## config.mk

```make
export PLATFORM = sky130hd
export DESIGN_NAME = rv_alu_unit
export DESIGN_NICKNAME = d
export VERILOG_FILES = /design/src/rtl/rv_alu_unit_pkg.sv /design/src/rtl/rv_alu_core.sv /design/src/rtl/rv_alu_decode.sv /design/src/rtl/rv_alu_unit.sv
export SDC_FILE = /design/constraint.sdc
export NUM_CORES = 1
export LEC_CHECK = 0
export CAP_MARGIN = 30
export CORE_UTILIZATION = 28
export DETAILED_ROUTE_END_ITERATION = 6
export GPL_TIMING_DRIVEN = 0
export RECOVER_POWER = 25
export SYNTH_ARGS = -nofsm -noshare
export SYNTH_HDL_FRONTEND = slang
export SYNTH_SLANG_ARGS = --single-unit
```

## constraint.sdc

```tcl
create_clock -name Clock -period 9.8 [get_ports Clock]
set_clock_uncertainty 0.1 [all_clocks]
set_input_delay 0.98 -clock Clock [delete_from_list [all_inputs] [get_ports Clock]]
set_output_delay 0.98 -clock Clock [all_outputs]
set_load 0.02 [all_outputs]
```

## src/rtl/rv_alu_unit_pkg.sv

```systemverilog
// Shared constants for the RV32I execute-stage ALU: opcodes, funct3 codes,
// the 4-bit ALU operation encoding and the funct3-to-operation helper.
package rv_alu_unit_pkg;

  localparam logic [6:0] OPC_LUI       = 7'b0110111;
  localparam logic [6:0] OPC_AUIPC     = 7'b0010111;
  localparam logic [6:0] OPC_JAL       = 7'b1101111;
  localparam logic [6:0] OPC_JALR      = 7'b1100111;
  localparam logic [6:0] OPC_BRANCH    = 7'b1100011;
  localparam logic [6:0] OPC_LOAD      = 7'b0000011;
  localparam logic [6:0] OPC_STORE     = 7'b0100011;
  localparam logic [6:0] OPC_ARI_RTYPE = 7'b0110011;
  localparam logic [6:0] OPC_ARI_ITYPE = 7'b0010011;
  localparam logic [6:0] OPC_CSR       = 7'b1110011;
  localparam logic [6:0] OPC_NOOP      = 7'b0000000;

  localparam logic [2:0] F3_ADD_SUB = 3'b000;
  localparam logic [2:0] F3_SLL     = 3'b001;
  localparam logic [2:0] F3_SLT     = 3'b010;
  localparam logic [2:0] F3_SLTU    = 3'b011;
  localparam logic [2:0] F3_XOR     = 3'b100;
  localparam logic [2:0] F3_SRL_SRA = 3'b101;
  localparam logic [2:0] F3_OR      = 3'b110;
  localparam logic [2:0] F3_AND     = 3'b111;

  typedef enum logic [3:0] {
    ALU_ADD    = 4'd0,
    ALU_SUB    = 4'd1,
    ALU_AND    = 4'd2,
    ALU_OR     = 4'd3,
    ALU_XOR    = 4'd4,
    ALU_SLT    = 4'd5,
    ALU_SLTU   = 4'd6,
    ALU_SLL    = 4'd7,
    ALU_SRA    = 4'd8,
    ALU_SRL    = 4'd9,
    ALU_COPY_B = 4'd10,
    ALU_COPY_A = 4'd11,
    ALU_ZERO   = 4'd15
  } alu_op_t;

  // allow_sub is clear for I-type, where funct3 000 is always ADD.
  function automatic alu_op_t arith_op(input logic [2:0] f3, input logic alt,
                                       input logic allow_sub);
    case (f3)
      F3_ADD_SUB: return (allow_sub && alt) ? ALU_SUB : ALU_ADD;
      F3_SLL:     return ALU_SLL;
      F3_SLT:     return ALU_SLT;
      F3_SLTU:    return ALU_SLTU;
      F3_XOR:     return ALU_XOR;
      F3_SRL_SRA: return alt ? ALU_SRA : ALU_SRL;
      F3_OR:      return ALU_OR;
      F3_AND:     return ALU_AND;
      default:    return ALU_ZERO;
    endcase
  endfunction

endpackage

```

## src/rtl/rv_alu_core.sv

```systemverilog
// Combinational 32-bit ALU datapath; shifts use only b[4:0].
module rv_alu_core
  import rv_alu_unit_pkg::*;
#(
  parameter int WIDTH = 32
) (
  input  logic [WIDTH-1:0] a,
  input  logic [WIDTH-1:0] b,
  input  alu_op_t          alu_op,
  output logic [WIDTH-1:0] result
);

  logic [4:0] shamt;
  assign shamt = b[4:0];

  always_comb begin
    result = '0;
    case (alu_op)
      ALU_ADD:    result = a + b;
      ALU_SUB:    result = a - b;
      ALU_AND:    result = a & b;
      ALU_OR:     result = a | b;
      ALU_XOR:    result = a ^ b;
      ALU_SLT:    result = {{(WIDTH-1){1'b0}}, $signed(a) < $signed(b)};
      ALU_SLTU:   result = {{(WIDTH-1){1'b0}}, a < b};
      ALU_SLL:    result = a << shamt;
      ALU_SRA:    result = $unsigned($signed(a) >>> shamt);
      ALU_SRL:    result = a >> shamt;
      ALU_COPY_B: result = b;
      ALU_COPY_A: result = a;
      default:    result = '0;
    endcase
  end

endmodule

```

## src/rtl/rv_alu_decode.sv

```systemverilog
// Opcode/funct3/inst[30] to ALU operation. Opcode is decoded first so that
// funct and add_rshift_type are never looked at for opcodes that ignore them.
module rv_alu_decode
  import rv_alu_unit_pkg::*;
(
  input  logic [6:0] opcode,
  input  logic [2:0] funct,
  input  logic       add_rshift_type,
  output alu_op_t    alu_op
);

  always_comb begin
    // NOTE: default assignment first so every path is covered and no latch is inferred.
    alu_op = ALU_ZERO;
    case (opcode)
      OPC_LUI:                                    alu_op = ALU_COPY_B;
      OPC_AUIPC, OPC_JAL, OPC_JALR, OPC_BRANCH,
      OPC_LOAD, OPC_STORE:                        alu_op = ALU_ADD;
      OPC_ARI_RTYPE: alu_op = arith_op(funct, add_rshift_type, 1'b1);
      OPC_ARI_ITYPE: alu_op = arith_op(funct, add_rshift_type, 1'b0);
      OPC_CSR:                                    alu_op = ALU_COPY_A;
      default:                                    alu_op = ALU_ZERO;
    endcase
  end

endmodule

```

## src/rtl/rv_alu_unit.sv

```systemverilog
// RV32I execute-stage ALU: decode plus datapath, with a registered copy of the
// combinational result for pipelines that capture it at the clock edge.
module rv_alu_unit
  import rv_alu_unit_pkg::*;
#(
  parameter int WIDTH = 32
) (
  input  logic             Clock,
  input  logic             Reset,
  input  logic [6:0]       opcode,
  input  logic [2:0]       funct,
  input  logic             add_rshift_type,
  input  logic [WIDTH-1:0] A,
  input  logic [WIDTH-1:0] B,
  output logic [3:0]       ALUop,
  output logic [WIDTH-1:0] Out,
  output logic [WIDTH-1:0] Out_q
);

  alu_op_t alu_op;

  rv_alu_decode u_decode (
    .opcode          (opcode),
    .funct           (funct),
    .add_rshift_type (add_rshift_type),
    .alu_op          (alu_op)
  );

  rv_alu_core #(.WIDTH(WIDTH)) u_core (
    .a      (A),
    .b      (B),
    .alu_op (alu_op),
    .result (Out)
  );

  assign ALUop = alu_op;

  always_ff @(posedge Clock) begin
    // NOTE: non-blocking assignment for registered state avoids simulation ordering races.
    if (Reset) Out_q <= '0;
    else       Out_q <= Out;
  end

endmodule

```

* Yosys cells after proc, flatten, opt, wreduce, memory -nomap -nowiden
Index checks and enable logic that the tools add are counted.
** Word-level totals
- Bits in registers :: 32
- Bits in latches :: 0
- Bits in writable memories :: 0
- ROM bits :: 0
- Input bits :: 77
- Output and inout bits :: 68
- Memories :: 0
** Operators by class
- Add/subtract/negate cells :: 2
- Multipliers :: 0
- Divide/modulo/power cells :: 0
- Order comparisons :: 2
- Eq/ne operators :: 28
- Shift-type cells :: 3
- Multiplexer cells :: 6
- Bitwise logic cells :: 3
- Reductions and logical operators :: 3
** Operator list (count)
- 32-bit one-hot mux with 12 select lines :: 1
- 32-bit < comparator :: 2
- 4-bit one-hot mux with 8 select lines :: 2
- 32-bit adder :: 1
- 32-bit AND :: 1
- 32-bit bitwise OR :: 1
- 32-bit by 5-bit << shifter with 32-bit output :: 1
- 32-bit by 5-bit right shift with 32-bit output :: 1
- 32-bit by 5-bit >>> shifter with 32-bit output :: 1
- 32-bit subtractor :: 1
- 32-bit XOR :: 1
- 7-bit == test (second input constant) :: 4
- 7-bit by 6-bit == test with 1-bit output (second input constant) :: 3
- 4-bit one-hot mux with 5 select lines :: 1
- 4-bit by 3-bit == test with 1-bit output (second input constant) :: 4
- 4-bit == test (second input constant) :: 4
- 7-bit by 5-bit == test with 1-bit output (second input constant) :: 2
- 3-bit == test (second input constant) :: 4
- 4-bit by 2-bit == test with 1-bit output (second input constant) :: 2
- 7-bit by 2-bit == test with 1-bit output (second input constant) :: 1
- 3-bit by 2-bit == test with 1-bit output (second input constant) :: 2
- 6-bit OR reduction :: 1
- 4-bit by 1-bit == test with 1-bit output (second input constant) :: 1
- 4-bit logical NOT :: 1
- other kinds (3) :: 4

* Longest topological paths before layout
- Word-level depth :: 5
- Mapped depth :: 17
- Gate-level depth less buffers :: 13

* By module
From an unflattened synthesis, not the netlist that was laid out.
** Unflattened totals
- Cell total of the unflattened synthesis :: 1536
- Area total of the unflattened synthesis :: 10500.1 µm²
** Modules (own cells, without submodules)
- rv_alu_core :: times used 1, cells each 1437, area an instance 9435.3 µm²
- rv_alu_unit :: times used 1, cells each 67, area an instance 863.3 µm²
- rv_alu_decode :: times used 1, cells each 32, area an instance 201.4 µm²

* Worst setup path before layout
Ideal clock, no wire load.
- Kind :: input -> output
- Start :: in B[3]
- End :: out Out[27]
- Arrival :: 4.732 ns
- Data required time :: 8.720 ns
- Slack :: 3.988 ns
- Stages on the path :: 15
- Path buffers :: 4
- Path through :: clkbuf_1 -> inv_1 -> clkbuf_1 -> clkbuf_1 -> clkbuf_1 -> ha_1 -> and2_1 -> a221oi_1 -> nand4_1 -> a32o_1 -> o21ai_0 -> a21oi_1 -> o2111ai_1 -> nor2b_1 -> o31ai_1
** On the way
- Longest elaborated chain between the ends :: 2
- Elaborated cells on any way between the ends :: 6
- Classes of those cells :: add/sub: 2; shift: 3; mux: 1
** Ends and longest elaborated chain
- start, declared :: RTL line rv_alu_unit.sv:14 : input logic [WIDTH-1:0] B,
- 32-bit subtractor, or another cell as far along :: RTL line rv_alu_core.sv:20 : ALU_SUB: result = a - b;
- 32-bit one-hot mux with 12 select lines (*) :: RTL line rv_alu_core.sv:18 : case (alu_op)
- end, declared :: RTL line rv_alu_unit.sv:16 : output logic [WIDTH-1:0] Out,
Mark *: on every way between the ends. The rest lies on a longest branch, timed or not.

* Worst setup path after layout
- Start :: in B[3]
- End :: out Out[23]
The elaborated chain is that of the path after synthesis.

==> flow_metrics.env <==
export IMPL_remaining_drc_errors=0
export IMPL_cts_resized=0
export IMPL_required_ps=8720
export IMPL_synthSimpleGateAreaFrac_pct=20.73
export IMPL_start_kind="primary input"
export IMPL_switching_share_pct=53.09
export IMPL_yosysSeqAreaShare_pct=5.642
export IMPL_drv_cap=0
export IMPL_gp_congestion=1.022
export IMPL_async_reset_ff_share_pct=0
export IMPL_status="completed"
export IMPL_crit_fanout=11
export IMPL_post_route_util_pct=34.55
export IMPL_p_switching_uw=564.2
export IMPL_numCtsBuffers=5
export IMPL_ir_worst_vdd_mv=0.06063
export IMPL_timing_slew_headroom_pct=17.61
export IMPL_first_pass_iters=5
export IMPL_reg_top3="Out_q (32)"
export IMPL_tns_ps=0
export IMPL_first_iter_violations=1985
export IMPL_syn_inst=1573
export IMPL_initial_core_util_pct=28.51
export IMPL_worst_pin_slew_ps=1223
export IMPL_nets=1913
export IMPL_cts_root_buf="clkbuf_16"
export IMPL_hold_buffers=0
export IMPL_drt_total_wl_um=83350
export IMPL_cts_max_level=2
export IMPL_dpl_hpwl_um=67610
export IMPL_synth_cell_types=89
export IMPL_std_cell_rows=73
export IMPL_boundaryPins=145
export IMPL_viasPerCell=6.682
export IMPL_synth_area_per_cell_um2=7.218
export IMPL_setup_viol=0
export IMPL_finalHoldViolCount=0
export IMPL_grt_usage_pct=39.45
export IMPL_wl_per_cell_um=36.85
export IMPL_ys_seq_elements=32
export IMPL_fin_crit_sh_pct=98.40
export IMPL_synth_ff_type="dfxtp_1"
export IMPL_fmax_mhz=103.7
export IMPL_die_w_um=203.4
export IMPL_synth_compound_area_share_pct=33.31
export IMPL_synth_edf_count=0
export IMPL_largest_register_ffs=32
export IMPL_path_class="in -> out"
export IMPL_p_clk_share_pct=16.2
export IMPL_yosys_warnings=0
export IMPL_clk_path_buf_depth=2
export IMPL_internal_power_uw=498.6
export IMPL_pwr_share_comb_pct=70.9
export IMPL_hp_class="in -> reg"
export IMPL_p_leak_nw=5.366
export IMPL_yosys_area_share_adder_pct=11.15
export IMPL_muxShareOfSynthArea_pct=18.79
export IMPL_yosys_area_top_type_share_pct=14.08
export IMPL_die_h_um=203.4
export IMPL_largest_register="Out_q"
export IMPL_synthXorXnorAreaFrac_pct=1.157
export IMPL_grt_first_pass_wirelength_um=114200
export IMPL_end_kind="primary output"
export IMPL_worst_endpoint_arrival_ps=8560
export IMPL_synth_largest_area_cell="mux4_2"
export IMPL_synth_top_family_by_area="compound AO/OA/AOI/OAI gates"
export IMPL_grt_max_degree=13
export IMPL_cts_clk_slew_worst_paths_ps=70
export IMPL_cts_sinks=32
export IMPL_io_buffers=141
export IMPL_netlist_area_um2=11350
export IMPL_drtAntennaViolNets=0
export IMPL_coreArea_um2=39820
export IMPL_post_cts_setup_buffer_count=0
export IMPL_power_density_nw_per_um2=77.24
export IMPL_syn_nets=1750
export IMPL_vias=15120
export IMPL_pwr_share_seq_pct=12.9
export IMPL_syn_to_final_growth_pct=21.20
export IMPL_min_path_cells=2
export IMPL_cts_tree="yes"
export IMPL_rsz0062_at_grt="no"
export IMPL_antenna_found_initial=2
export IMPL_drive_gt1_share_pct=10.20
export IMPL_synth_area_top_cells="mux4_2 (14%), ha_1 (11%), a21oi_1 (5.8%)"
export IMPL_finalCriticalPeriod_ps=9643
export IMPL_first_global_vias=14290
export IMPL_grt_overflow=0
export IMPL_slew_viol_final=0
export IMPL_dieArea_um2=41360
[critical path: stages]
cell             delay [ps]
clkdlybuf4s50_1         460
clkbuf_1                280
inv_1                   280
clkbuf_1                620
clkbuf_1                800
clkbuf_1                800
ha_1                    500
and2_1                  230
a221oi_1                430
nand4_1                 210
a32o_1                  360
o21ai_0                 710
nand2b_1                350
o221a_2                 350
o221ai_1                440
clkdlybuf4s50_1         710
[layer usage]
layer | up-vias | global-route usage [%] | wire (µm)
met5 | - | 0 | 25
met4 | 4 | 20.65 | 4937
met3 | 217 | 5.928 | 7655
met2 | 1105 | 62.26 | 36890
met1 | 7516 | 51.79 | 33840
li1 | 6273 | - | -
[final timing paths]
path / startpoint / slack (ps) / endpoint
setup / recovery: B[3] / 160 / Out[23]
hold / removal: Reset / 1420 / Out_q[5]$_SDFF_PP0_
[power groups by stage]
stage               Clock, mW  Combinational [mW]  Sequential [mW]
floorplan                   0               0.408            0.148
global placement            0               0.730            0.140
finish                  0.172               0.754            0.137
CTS                     0.177               0.727            0.137
global route            0.179               0.779            0.138
detailed placement          0               0.723            0.140
[cell usage in the layout, fill, tap and decap left out, types with 37 or more instances in the layout]
cell type        instances
clkdlybuf4s50_1        116
nor2b_1                 42
mux4_2                  71
nor3_1                  38
clkbuf_1               100
a21oi_1                132
mux2i_1                 41
buf_2                   37
ha_1                    98
inv_1                  100
o21ai_0                108
nand2_1                126
nor2_1                 160
[cells in the mapped netlist, types with 14 or more instances]
library cell / number
nor2_1: 160
a21oi_1: 132
nand2_1: 126
o21ai_0: 108
clkbuf_1: 100
inv_1: 100
ha_1: 98
mux4_2: 71
nor2b_1: 42
mux2i_1: 41
nor3_1: 40
buf_2: 35
dfxtp_1: 32
o211ai_1: 30
nand3_1: 28
a211oi_1: 27
a221oi_1: 26
a22oi_1: 26
o22ai_1: 20
nand4_1: 17
o21bai_1: 15
or3_1: 15
a221o_1: 14
[area by class of cell]
class / count / area, µm²
inverters: 102 / 382.9
repair buffers: 156 / 1564
plain buffers: 153 / 663.1
fillers: 4425 / 26060
diodes: 1 / 2.502
well taps: 525 / 656.9
clock buffers: 7 / 152.6
multi-input cells: 1286 / 9698
flip-flops and latches: 32 / 640.6
[through the flow]
| step | worst slack [ps] | hold WS, ps | instances | power (mW) | cell area, µm² |
|---|---|---|---|---|---|
| 2_1_floorplan | 3988 | 951.6 | 1573 | 0.5564 | 11350 |
| 3_3_place_gp | 199.9 | 1674 | 2239 | 0.8703 | 13420 |
| 3_5_place_dp | 239.6 | 1676 | 2253 | 0.8637 | 13590 |
| 4_1_cts | 214.1 | 1446 | 2260 | 1.041 | 13740 |
| 5_1_grt | 89.13 | 1458 | 2261 | 1.096 | 13760 |
| 6_report | 156.9 | 1418 | 2262 | 1.063 | 13760 |
[cell families (layout without fill, tap and decap cells)]
logic type | count (synthesis) | after routing
AO/OA/AOI/OAI | 555 | 555
XOR/XNOR | 15 | 15
adder cells (fa/ha/maj) | 100 | 100
buffers and inverters | 255 | 418
flip-flops | 32 | 32
multiplexers | 123 | 123
other | 0 | 1
AND/OR/NAND/NOR | 493 | 493
Note: power is estimated with default switching activity, not from simulation.
